$ cat src/rtl/offchip_mem_responder.sv
// Line-to-word bridge: serves 128-bit line reads and writes as 32-bit backend word bursts, acked per word.
// Latency: the sum of per-word ack latencies + 2 cycles from acceptance to ready. The backend stalls by holding bus_ack low.
// Optional OFFCHIP_ACK_TIMEOUT_EN: aborts a word after TIMEOUT_CYC cycles without an ack, flagged on offchip_mem_err.
module offchip_mem_responder #(
    parameter int LINE_WORDS  = 4,
    parameter int TIMEOUT_CYC = 255
) (
    input  logic                     clk,
    input  logic                     rst,
    input  logic                     offchip_mem_read_en,
    input  logic                     offchip_mem_write_en,
    input  logic [31:0]              offchip_mem_addr,
    input  logic [LINE_WORDS*32-1:0] offchip_mem_wdata,
    output logic [LINE_WORDS*32-1:0] offchip_mem_data,
    output logic                     offchip_mem_ready,
    output logic                     offchip_mem_err,
    output logic [31:0]              bus_addr,
    output logic [31:0]              bus_wdata,
    output logic                     bus_re,
    output logic                     bus_we,
    input  logic [31:0]              bus_rdata,
    input  logic                     bus_ack
);
    localparam int CW = (LINE_WORDS > 1) ? $clog2(LINE_WORDS) : 1;
    localparam logic [CW-1:0] LAST_WORD = CW'(LINE_WORDS - 1);

    localparam logic [1:0] IDLE     = 2'd0;
    localparam logic [1:0] RD_BURST = 2'd1;
    localparam logic [1:0] WR_BURST = 2'd2;
    localparam logic [1:0] RESP     = 2'd3;

    logic [1:0]              state;
    logic [CW-1:0]           cnt;
    logic [CW-1:0]           cnt_nxt;
    logic [31:0]             base;
    logic [31:0]             line_base;
    logic [31:0]             next_addr;
    logic [31:0]             wwords [LINE_WORDS];
    logic [31:0]             rwords [LINE_WORDS];
    logic [LINE_WORDS*32-1:0] rd_line_nxt;
    logic                    rd_served;
    logic                    wr_served;
    logic                    resp_rd;
    logic                    in_burst;
    logic                    timeout_hit;
    logic                    unused_addr_lsb;

    assign unused_addr_lsb = ^offchip_mem_addr[3:0];
    assign line_base = {offchip_mem_addr[31:4], 4'b0000};
    assign cnt_nxt   = cnt + 1'b1;
    assign next_addr = base + {{(30-CW){1'b0}}, cnt_nxt, 2'b00};
    assign in_burst  = (state == RD_BURST) || (state == WR_BURST);

    // Completed line includes the word arriving on this ack.
    always_comb begin
        rd_line_nxt = '0;
        for (int i = 0; i < LINE_WORDS; i++) begin
            rd_line_nxt[i*32 +: 32] = (cnt == CW'(i)) ? bus_rdata : rwords[i];
        end
    end

    always_ff @(posedge clk or negedge rst) begin
        if (!rst) begin
            state             <= IDLE;
            cnt               <= '0;
            base              <= '0;
            rd_served         <= 1'b0;
            wr_served         <= 1'b0;
            resp_rd           <= 1'b0;
            offchip_mem_data  <= '0;
            offchip_mem_ready <= 1'b0;
            bus_addr          <= '0;
            bus_wdata         <= '0;
            bus_re            <= 1'b0;
            bus_we            <= 1'b0;
            for (int i = 0; i < LINE_WORDS; i++) begin
                wwords[i] <= '0;
                rwords[i] <= '0;
            end
        end else begin
            offchip_mem_ready <= 1'b0;

            // A served request must drop before it can be accepted again.
            if (!offchip_mem_write_en)
                wr_served <= 1'b0;
            else if (state == RESP && !resp_rd)
                wr_served <= 1'b1;
            if (!offchip_mem_read_en)
                rd_served <= 1'b0;
            else if (state == RESP && resp_rd)
                rd_served <= 1'b1;

            case (state)
                IDLE: begin
                    cnt <= '0;
                    if (offchip_mem_write_en && !wr_served) begin
                        base      <= line_base;
                        bus_addr  <= line_base;
                        bus_wdata <= offchip_mem_wdata[31:0];
                        bus_we    <= 1'b1;
                        resp_rd   <= 1'b0;
                        state     <= WR_BURST;
                        for (int i = 0; i < LINE_WORDS; i++)
                            wwords[i] <= offchip_mem_wdata[i*32 +: 32];
                    end else if (offchip_mem_read_en && !rd_served) begin
                        base     <= line_base;
                        bus_addr <= line_base;
                        bus_re   <= 1'b1;
                        resp_rd  <= 1'b1;
                        state    <= RD_BURST;
                    end
                end
                RD_BURST: begin
                    if (bus_ack) begin
                        rwords[cnt] <= bus_rdata;
                        if (cnt == LAST_WORD) begin
                            bus_re           <= 1'b0;
                            offchip_mem_data <= rd_line_nxt;
                            state            <= RESP;
                        end else begin
                            cnt      <= cnt_nxt;
                            bus_addr <= next_addr;
                        end
                    end else if (timeout_hit) begin
                        bus_re <= 1'b0;
                        state  <= RESP;
                    end
                end
                WR_BURST: begin
                    if (bus_ack) begin
                        if (cnt == LAST_WORD) begin
                            bus_we <= 1'b0;
                            state  <= RESP;
                        end else begin
                            cnt       <= cnt_nxt;
                            bus_addr  <= next_addr;
                            bus_wdata <= wwords[cnt_nxt];
                        end
                    end else if (timeout_hit) begin
                        bus_we <= 1'b0;
                        state  <= RESP;
                    end
                end
                RESP: begin
                    offchip_mem_ready <= 1'b1;
                    state             <= IDLE;
                end
                default: state <= IDLE;
            endcase
        end
    end

`ifdef OFFCHIP_ACK_TIMEOUT_EN
    localparam int TW = (TIMEOUT_CYC > 1) ? $clog2(TIMEOUT_CYC + 1) : 1;

    logic [TW-1:0] wait_cnt;
    logic          resp_err;
    logic          err_q;

    assign timeout_hit     = in_burst && !bus_ack && (wait_cnt == TW'(TIMEOUT_CYC - 1));
    assign offchip_mem_err = err_q;

    // Wait count restarts for every word, so the limit applies per word.
    always_ff @(posedge clk or negedge rst) begin
        if (!rst) begin
            wait_cnt <= '0;
            resp_err <= 1'b0;
            err_q    <= 1'b0;
        end else begin
            if (in_burst && !bus_ack && !timeout_hit)
                wait_cnt <= wait_cnt + 1'b1;
            else
                wait_cnt <= '0;
            if (timeout_hit)
                resp_err <= 1'b1;
            else if (state == IDLE)
                resp_err <= 1'b0;
            err_q <= (state == RESP) && resp_err;
        end
    end
`else
    logic [31:0] unused_timeout;
    logic        unused_in_burst;

    assign unused_timeout  = TIMEOUT_CYC;
    assign unused_in_burst = in_burst;
    assign timeout_hit     = 1'b0;
    assign offchip_mem_err = 1'b0;
`endif

endmodule

$ cat config.mk
export PLATFORM = sky130hd
export DESIGN_NAME = offchip_mem_responder
export DESIGN_NICKNAME = d
export VERILOG_FILES = /design/src/rtl/offchip_mem_responder.sv
export SDC_FILE = /design/constraint.sdc
export NUM_CORES = 1
export LEC_CHECK = 0
export CAP_MARGIN = 20
export CELL_PAD_IN_SITES_DETAIL_PLACEMENT = 0
export CELL_PAD_IN_SITES_GLOBAL_PLACEMENT = 1
export CORE_UTILIZATION = 35
export CTS_CLUSTER_DIAMETER = 30
export DETAILED_ROUTE_END_ITERATION = 6
export PLACE_DENSITY_LB_ADDON = 0.1
export SETUP_SLACK_MARGIN = 0.4
export SLEW_MARGIN = 20
export SYNTH_ARGS = -nofsm -noshare
export SYNTH_HDL_FRONTEND = slang
export SYNTH_SLANG_ARGS = --single-unit
$ cat constraint.sdc
create_clock -name clk -period 2.6 [get_ports clk]
set_clock_uncertainty 0.05 [all_clocks]
set_input_delay 0.39 -clock clk [delete_from_list [all_inputs] [get_ports clk]]
set_output_delay 0.39 -clock clk [all_outputs]
set_load 0.1 [all_outputs]
==> flow_summary.ini, run 1 <==
[critical_path]
critical_path_depth = 7
cpPeakStageDelay_ns = 0.44
worstPathCellList = inv_4, ha_1, nand2b_1, a221oi_4, buf_6, clkbuf_16, mux2_2
cp.arrival_ns = 2.54
crit_fanout = 8
crit_slowest_cell = dfrtp_2
cp_data_required_time_ns = 3.06
r2r-start = state[0]$_DFFE_PN0P_
crit_buf_inv = 3
critPathLaunchType = flip-flop
cp-startpoint = state[0]$_DFFE_PN0P_
critical_path_class = reg -> reg
reg2reg_depth = 7
endpoint_kind = flip-flop
crit_family = buffers and inverters

[routing]
drt_iter0_drc = 376
drc = 0
num_vias = 12900
wl_per_cell_um = 19.8
ant_nets = 0
wl_um = 52700
viasPerCell = 4.83
dr.pass1.iters = 4

[global_route]
antenna_found_initial = 13
track_usage_pct = 18.9
grt_first_pass_wirelength_um = 81300
grt_overflow = 0
grt_max_degree = 106
grt_pass1_vias = 13600

[final_layout]
drive_gt1_share_pct = 42.1
final-seq-area_um2 = 11300
layout.nets = 2073
final_cells = 2663
syn_to_final_growth_pct = 45.9
fill_cells = 4771
multiInputGateArea_um2 = 7660
final_util_pct = 52.2

[sta]
setup_viol = 0
report.final.slew_viol_count = 0
setup_tns_ns = 0
fin_crit_ns = 2.08
rsz0062_at_grt = false
post-route-period-util_pct = 79.9
hold_violations = 0
max_freq_ghz = 0.481
worst_pin_slew_ns = 0.718
slew_headroom_pct = 52.1

[synth]
synth_common_cells = dfrtp_1 (452), mux2_2 (373), mux2i_1 (163)
yosysSeqAreaShare_pct = 58.3
ys.flop_type = dfrtp_1
yosysTopAreaCell = dfrtp_1
yosysWarnings = 0
synth_area_per_cell_um2 = 13.8
ys_async_sr_fraction_pct = 100
syn_area_um2 = 19400
synth_top_area_share_pct = 58.3
syn-instance-count = 1401
ys_types = 34
synth-edff-count = 0
synth_area_leaders = dfrtp_1 (58%), mux2_2 (22%), mux2i_1 (8.4%)
synth_seq_cells = 452
yosysMostFrequentCell = dfrtp_1

[placed_design]
place_inst = 2432
io_buffers = 385
gp_congestion = 0.771
place_hpwl_um = 33700

[clocking]
clk_pin_slew_ns = 0.05
cts_buffers = 114
cts_root_buf = clkbuf_16
clock_sinks = 452
htree_num_levels = 3
cts_buffer_depth = 3
cts_tree = done
clk_latency_ns = 0.63

[floorplan]
num_rows = 85
floorplan.die_area_um2 = 56400
core-area_um2 = 54200
initial_core_util_pct = 35.8
die_w_um = 237
die_h_um = 237
boundaryPins = 393

[power]
vdd_drop_max_mv = 1.17
p_leak_nw = 12.9
power_w = 0.0477
powerDensity_nw_per_um2 = 1690

[run]
maxCapViolCount = 0

[worst_hold_path]
min_path_type = in -> async

[outcome]
status = complete, no violations
==> kinds of logic (layout without fill, tap and decap cells) <==
group           Yosys count  after routing  share of synthesized area [%]
compound gates          145            145                           4.66
fa+ha+maj                12             12                          0.774
buf+inv                 104            664                           2.57
flops                   452            452                           58.3
mux                     537            537                           30.1
other cells               1              7                         0.0193
simple gates            150            150                           3.56
==> metrics by stage <==
step / area [um2] / hold WS, ns / worst slack, ns
finish: 28300 / 0.274 / 0.522
global route: 28300 / 0.284 / 0.403
CTS: 28300 / 0.273 / 0.429
detailed placement: 23800 / 0.371 / 0.188
global placement: 23800 / 0.376 / 0.200
floorplan: 19400 / 0.0444 / 0.487
==> area by class of cell <==
class | instances | share of cell area, %
tap | 696 | 3.08
multi-input combinational | 847 | 27.1
sequential | 452 | 40.0
inverter | 9 | 0.128
clock buffer | 158 | 11.4
timing repair buffer | 440 | 14.9
clock inverter | 57 | 3.42
antenna | 4 | 0.0354
==> worst paths after layout <==
kind,slack (ns),endpoint
setup / recovery,0.52,bus_wdata[22]$_DFFE_PN0P_
hold / removal,0.27,rwords[81]$_DFFE_PN0P_
setup reg to reg,0.52,bus_wdata[22]$_DFFE_PN0P_
hold reg to reg,0.42,offchip_mem_data[80]$_DFFE_PN0P_
max in group asynchronous,1.37,wwords[64]$_DFFE_PN0P_
min in group clk,0.31,wwords[49]$_DFFE_PN0P_
==> cell usage in the layout (no fill, tap or decap), types with 15 or more instances in the layout <==
cell type        Yosys  final
dfrtp_1            452    449
mux2_2             373    373
buf_4                6    216
clkdlybuf4s50_1      0    191
mux2i_1            163    163
clkbuf_16            0    118
nand2_1             98     98
o21ai_0             97     97
nand2b_1            39     39
o221ai_1            32     32
clkbuf_1            31     26
bufinv_16            0     25
clkinv_2             0     21
buf_12               0     20
clkbuf_8             0     15
==> routing by layer <==
layer / wire length (um) / share of wire, % / track usage [%]
met2: 25800 / 49 / 30.7
met3: 3640 / 6.9 / 6.82
met4: 1090 / 2.1 / 6.51
met1: 22100 / 42 / 23.0
met5: 114 / 0.22 / 0
==> sequential cells by signal, summed over array words and instances (netlist names) <==
signal,flops
bus_wdata,32
state,2
resp_rd,1
bus_re,1
offchip_mem_ready,1
base,28
wr_served,1
rd_served,1
offchip_mem_data,128
rwords,96
bus_addr,30
wwords,128
bus_we,1
cnt,2
==> power by group <==
group | switching (W) | total (W) | internal [W] | leakage, nW
clock network | 0.00423 | 0.0153 | 0.0110 | 2.04
logic | 0.0133 | 0.0206 | 0.00728 | 5.17
registers | 0.00160 | 0.0119 | 0.0103 | 5.68
total | 0.0191 | 0.0477 | 0.0286 | 12.9
==> repair_timing <==
| item | 4_1_cts | 5_1_grt |
|---|---|---|
| resized for setup | 10 | 7 |
| setup buffers | 6 | 0 |
| setup endpoints to repair | 135 | 61 |
| pin swaps | 3 | 1 |
| gates cloned | 4 | 1 |
| endpoints found under the hold margin | 52 | 0 |
| hold buffers | 1 | 0 |
No activity file was read; power rests on OpenSTA's default activity.
==> inputs of run 2 (changes only) <==
- clock period: 2.6 -> 1.9 ns (I/O delays scaled with it)
==> run 2 against run 1 <==
Effect of this change: the run now ends with setup timing left; clock-buffer cell count is 11 higher; hold slack worse by 0.14 ns; sequential power is 39% higher; sequential share of layout area is 3.3 points lower; clock power is 29% higher; total power is 44% higher; cell count is 4.7% higher; highest routed layer unchanged.
==> flow_summary.ini, run 2 (synthesized netlist as in run 1, its figures left out) <==
[floorplan]
core-area_um2 = 54200
floorplan.die_area_um2 = 56400
num_rows = 85
die_h_um = 237
initial_core_util_pct = 35.8
boundaryPins = 393
die_w_um = 237

[sta]
fin_crit_ns = 1.97
setup_tns_ns = -3.63
report.final.slew_viol_count = 0
post-route-period-util_pct = 104
timing.hold.ws_ns = 0.132
slew_headroom_pct = 57.1
max_freq_ghz = 0.507
rsz0062_at_grt = true
worst_pin_slew_ns = 0.644
setup_viol = 134
fin_ws_ns = -0.0733
hold_violations = 0

[run]
maxCapViolCount = 0

[routing]
ant_nets = 0
wl_um = 57500
drc = 0
dr.pass1.iters = 5
viasPerCell = 4.84
drt_iter0_drc = 437
num_vias = 13500
wl_per_cell_um = 20.6

[critical_path]
critPathLaunchType = flip-flop
cp.arrival_ns = 2.43
rrSetupSlack_ns = -0.07
cp_data_required_time_ns = 2.36
reg2reg_depth = 8
crit_fanout = 11
critical_path_class = reg -> reg
endpoint_kind = flip-flop
r2r-start = state[0]$_DFFE_PN0P_
reg2reg_to = bus_wdata[22]$_DFFE_PN0P_

[final_layout]
drive_gt1_share_pct = 47.3
final_util_pct = 56.8
largest_registers = offchip_mem_data (128), wwords (128), rwords (96)
syn_to_final_growth_pct = 58.9
fill_cells = 4467
final_common_cell = dfrtp_1
layout.nets = 2194
multiInputGateArea_um2 = 8350
fin_area_um2 = 30800
final-seq-area_um2 = 11300
final_cell_mix = dfrtp_1 (452), mux2_2 (265), buf_4 (241)

[power]
power_w = 0.0686
p_leak_nw = 14.3
powerDensity_nw_per_um2 = 2230
vdd_drop_max_mv = 1.62

[global_route]
grt_pass1_vias = 14500
grt_max_degree = 57
track_usage_pct = 19.9
grt_overflow = 0
grt_first_pass_wirelength_um = 86200
antenna_found_initial = 13

[clocking]
cts_tree = done
cts_root_buf = clkbuf_16
clk_latency_ns = 0.64
cts_buffers = 116
clock_sinks = 452
clk_pin_slew_ns = 0.04
cts_buffer_depth = 3
htree_num_levels = 3

[worst_hold_path]
min_path_type = in -> async

[placed_design]
place_hpwl_um = 34600
gp_congestion = 0.746
detailed_place.area_um2 = 24700
io_buffers = 385

[outcome]
violations = setup timing
status = finished, violations left
==> run 2: final cells by class <==
class	count	area share, %
clock inverters	51	2.09
repair buffers	557	20.1
well taps	696	2.83
diodes	4	0.0325
inverters	9	0.118
flip-flops and latches	452	36.7
clock buffers	169	11.0
multi-input cells	849	27.1
==> run 2: what timing repair did <==
action | CTS | global route
setup endpoints to repair | 641 | 642
buffers inserted | 28 | 17
gates cloned | 17 | 24
gates resized for setup | 92 | 113
endpoints found under the hold margin | 97 | 0
hold buffers | 1 | 0
pin swaps | 6 | 14
==> run 2: routing by layer <==
metal  vias up  global-route usage, %  wire length (um)
met2       342                   32.1             27600
met3       120                   7.17              4040
met5         -                      0               106
met4        18                   6.02              1200
met1      6757                   25.0             24600
li1       6242                      -                 -
==> run 2: critical path, cell delays in order, from the launching register on <==
cell and delay [ns]:
dfrtp_1 0.40, inv_4 0.10, buf_12 0.10, ha_4 0.16, nand2b_4 0.07, a221oi_4 0.29
buf_6 0.16, buf_12 0.15, mux2_2 0.35
==> run 2: how the worst max path moves through the flow <==
stage / cells past startpoint / slack, ns / from / endpoint
after global routing: 7 / -0.14 / cnt[0]$_DFFE_PN0P_ / bus_wdata[25]$_DFFE_PN0P_
after detailed placement: 5 / -0.22 / offchip_mem_write_en / bus_wdata[10]$_DFFE_PN0P_
final: 8 / -0.07 / state[0]$_DFFE_PN0P_ / bus_wdata[22]$_DFFE_PN0P_
after floorplan: 8 / -0.11 / state[1]$_DFFE_PN0P_ / bus_wdata[20]$_DFFE_PN0P_
after CTS: 7 / -0.05 / state[0]$_DFFE_PN0P_ / bus_wdata[27]$_DFFE_PN0P_
after global placement: 5 / -0.20 / offchip_mem_write_en / bus_wdata[18]$_DFFE_PN0P_
==> run 2: where the power goes <==
part           switching [W]  internal [W]  leakage, nW
logic                 0.0193        0.0130         6.68
registers            0.00243        0.0141         5.68
clock network        0.00583        0.0140         1.96
total                 0.0276        0.0411         14.3
==> run 2: per-stage QoR <==
step           worst slack [ns]  std cells
2_1_floorplan            -0.108       1403
5_1_grt                  -0.142       2784
4_1_cts                 -0.0541       2742
3_5_place_dp             -0.215       2476
3_3_place_gp             -0.201       2476
6_report                -0.0733       2787
==> inputs of run 3 (changes only) <==
- GPL_TIMING_DRIVEN: unset -> 0
- SETUP_SLACK_MARGIN: 0.4 -> 0.5
- clock period: 1.9 -> 2.1 ns (I/O delays scaled with it)
==> run 3 against run 2 <==
Effect of this change: the run ends with hold timing, setup timing left; total power is 5.1% lower; design area is 3.6% higher; hold slack worse by 0.57 ns; first-iteration DRC count is 18% higher; combinational power is 3% lower; sequential share of layout area is 1.2 points lower; largest power group unchanged; global-route usage is 0.073 points higher; sequential power is 8% lower; fmax is 9.2% lower; largest cell class unchanged; non-clock buffer count is 9 higher.
==> flow_summary.ini, run 3 (synthesized netlist as in run 1, its figures left out) <==
[floorplan]
num_rows = 85
floorplan.die_area_um2 = 56400
initial_core_util_pct = 35.8
die_h_um = 237
boundaryPins = 393
core-area_um2 = 54200
die_w_um = 237

[routing]
drt_iter0_drc = 516
ant_nets = 0
wl_per_cell_um = 21.0
num_vias = 13500
drc = 0
dr.pass1.iters = 4
viasPerCell = 4.85
wl_um = 58600

[final_layout]
drive_gt1_share_pct = 46.8
fin_area_um2 = 31900
largest_registers = offchip_mem_data (128), wwords (128), rwords (96)
layout.nets = 2205
syn_to_final_growth_pct = 64.5
final_cell_mix = dfrtp_1 (445), mux2_2 (252), clkdlybuf4s50_1 (190)
final_common_cell = dfrtp_1

[clocking]
htree_num_levels = 3
clk_latency_ns = 0.64
cts_buffers = 119
clock_sinks = 452
clk_pin_slew_ns = 0.04
cts_root_buf = clkbuf_16
cts_buffer_depth = 3
cts_tree = done

[sta]
setup_viol = 25
slew_headroom_pct = 61.2
timing.hold.ws_ns = -0.434
rsz0062_at_grt = true
setup_tns_ns = -1.03
fin_crit_ns = 2.17
post-route-period-util_pct = 104
hold_violations = 65
worst_pin_slew_ns = 0.585
report.final.slew_viol_count = 0
fin_ws_ns = -0.0737
max_freq_ghz = 0.460

[global_route]
grt_first_pass_wirelength_um = 86200
track_usage_pct = 20.0
grt_max_degree = 94
antenna_found_initial = 9
grt_pass1_vias = 14500
grt_overflow = 0

[power]
power_w = 0.0651
vdd_drop_max_mv = 1.03
p_leak_nw = 14.5
powerDensity_nw_per_um2 = 2040

[outcome]
violations = hold timing, setup timing
status = finished, violations left

[run]
maxCapViolCount = 0

[critical_path]
critical_path_class = reg -> reg
cp.arrival_ns = 2.64
rrSetupSlack_ns = -0.07
critPathLaunchType = flip-flop
reg2reg_to = bus_wdata[14]$_DFFE_PN0P_
cp_data_required_time_ns = 2.57
crit_fanout = 8
reg2reg_depth = 9
r2r-start = state[0]$_DFFE_PN0P_
endpoint_kind = flip-flop

[worst_hold_path]
min_path_type = in -> async

[placed_design]
detailed_place.area_um2 = 24600
place_hpwl_um = 38200
gp_congestion = 0.752
io_buffers = 384
==> run 3: changes by cell type in the layout (fill, tap and decap cells not counted), sizes merged, moves of 2 or more <==
cell,previous run,this run
buf,345,230
clkdlybuf4s15,0,103
clkbuf,189,220
diode,4,2
clkinvlp,13,4
==> run 3: metrics by stage <==
step	setup slack, ns	util, %	hold WS, ns	std cells
2_1_floorplan	0.0917	-	-0.0306	1403
3_5_place_dp	-0.323	45.4	0.248	2488
4_1_cts	-0.0331	55.6	-0.434	2725
3_3_place_gp	-20.25	45.1	0.413	2483
5_1_grt	-0.141	58.8	-0.411	2790
6_report	-0.0737	58.9	-0.434	2792
==> run 3: worst max-delay path, stage by stage (launching register included) <==
cell	delay [ns]
dfrtp_2	0.42
inv_4	0.09
ha_4	0.13
buf_8	0.11
nand3b_1	0.11
buf_6	0.15
a221oi_4	0.28
buf_6	0.21
clkbuf_16	0.18
mux2_4	0.30
==> run 3: what timing repair did <==
action | CTS | global route
pin swaps | 3 | 7
gates cloned | 0 | 21
setup endpoints to repair | 642 | 642
buffers inserted | 18 | 44
endpoints found under the hold margin | 61 | 61
resized for setup | 1129 | 322
==> run 3: worst max-delay path by stage <==
stage                               from                         to
global route        state[1]$_DFFE_PN0P_  bus_wdata[17]$_DFFE_PN0P_
floorplan           state[1]$_DFFE_PN0P_  bus_wdata[20]$_DFFE_PN0P_
global placement                     rst   bus_wdata[6]$_DFFE_PN0P_
CTS                 state[1]$_DFFE_PN0P_  bus_wdata[16]$_DFFE_PN0P_
detailed placement  state[0]$_DFFE_PN0P_  bus_wdata[15]$_DFFE_PN0P_
finish              state[0]$_DFFE_PN0P_  bus_wdata[14]$_DFFE_PN0P_
==> run 3: layer usage <==
layer | track usage [%] | vias up | share of wire [%]
met3 | 6.79 | 104 | 6.4
li1 | - | 6263 | -
met5 | 0 | - | 0.15
met4 | 6.78 | 12 | 2.3
met1 | 23.8 | 6835 | 41
met2 | 33.7 | 326 | 50
==> run 3: cell type report <==
cell class,count,area (um2)
fillers,4365,22300
flip-flops and latches,452,11300
multi-input cells,848,8230
repair buffers,471,6070
clock buffers,177,3670
plain buffers,95,1180
well taps,696,871
clock inverters,42,539
inverters,9,38.8
diodes,2,5.00
==> run 3: power by group <==
part           total [W]  internal (W)  leakage (nW)  switching, W
clock network     0.0186        0.0133          2.09       0.00528
logic             0.0314        0.0137          6.72        0.0177
registers         0.0151        0.0127          5.67       0.00240
total             0.0651        0.0397          14.5        0.0254
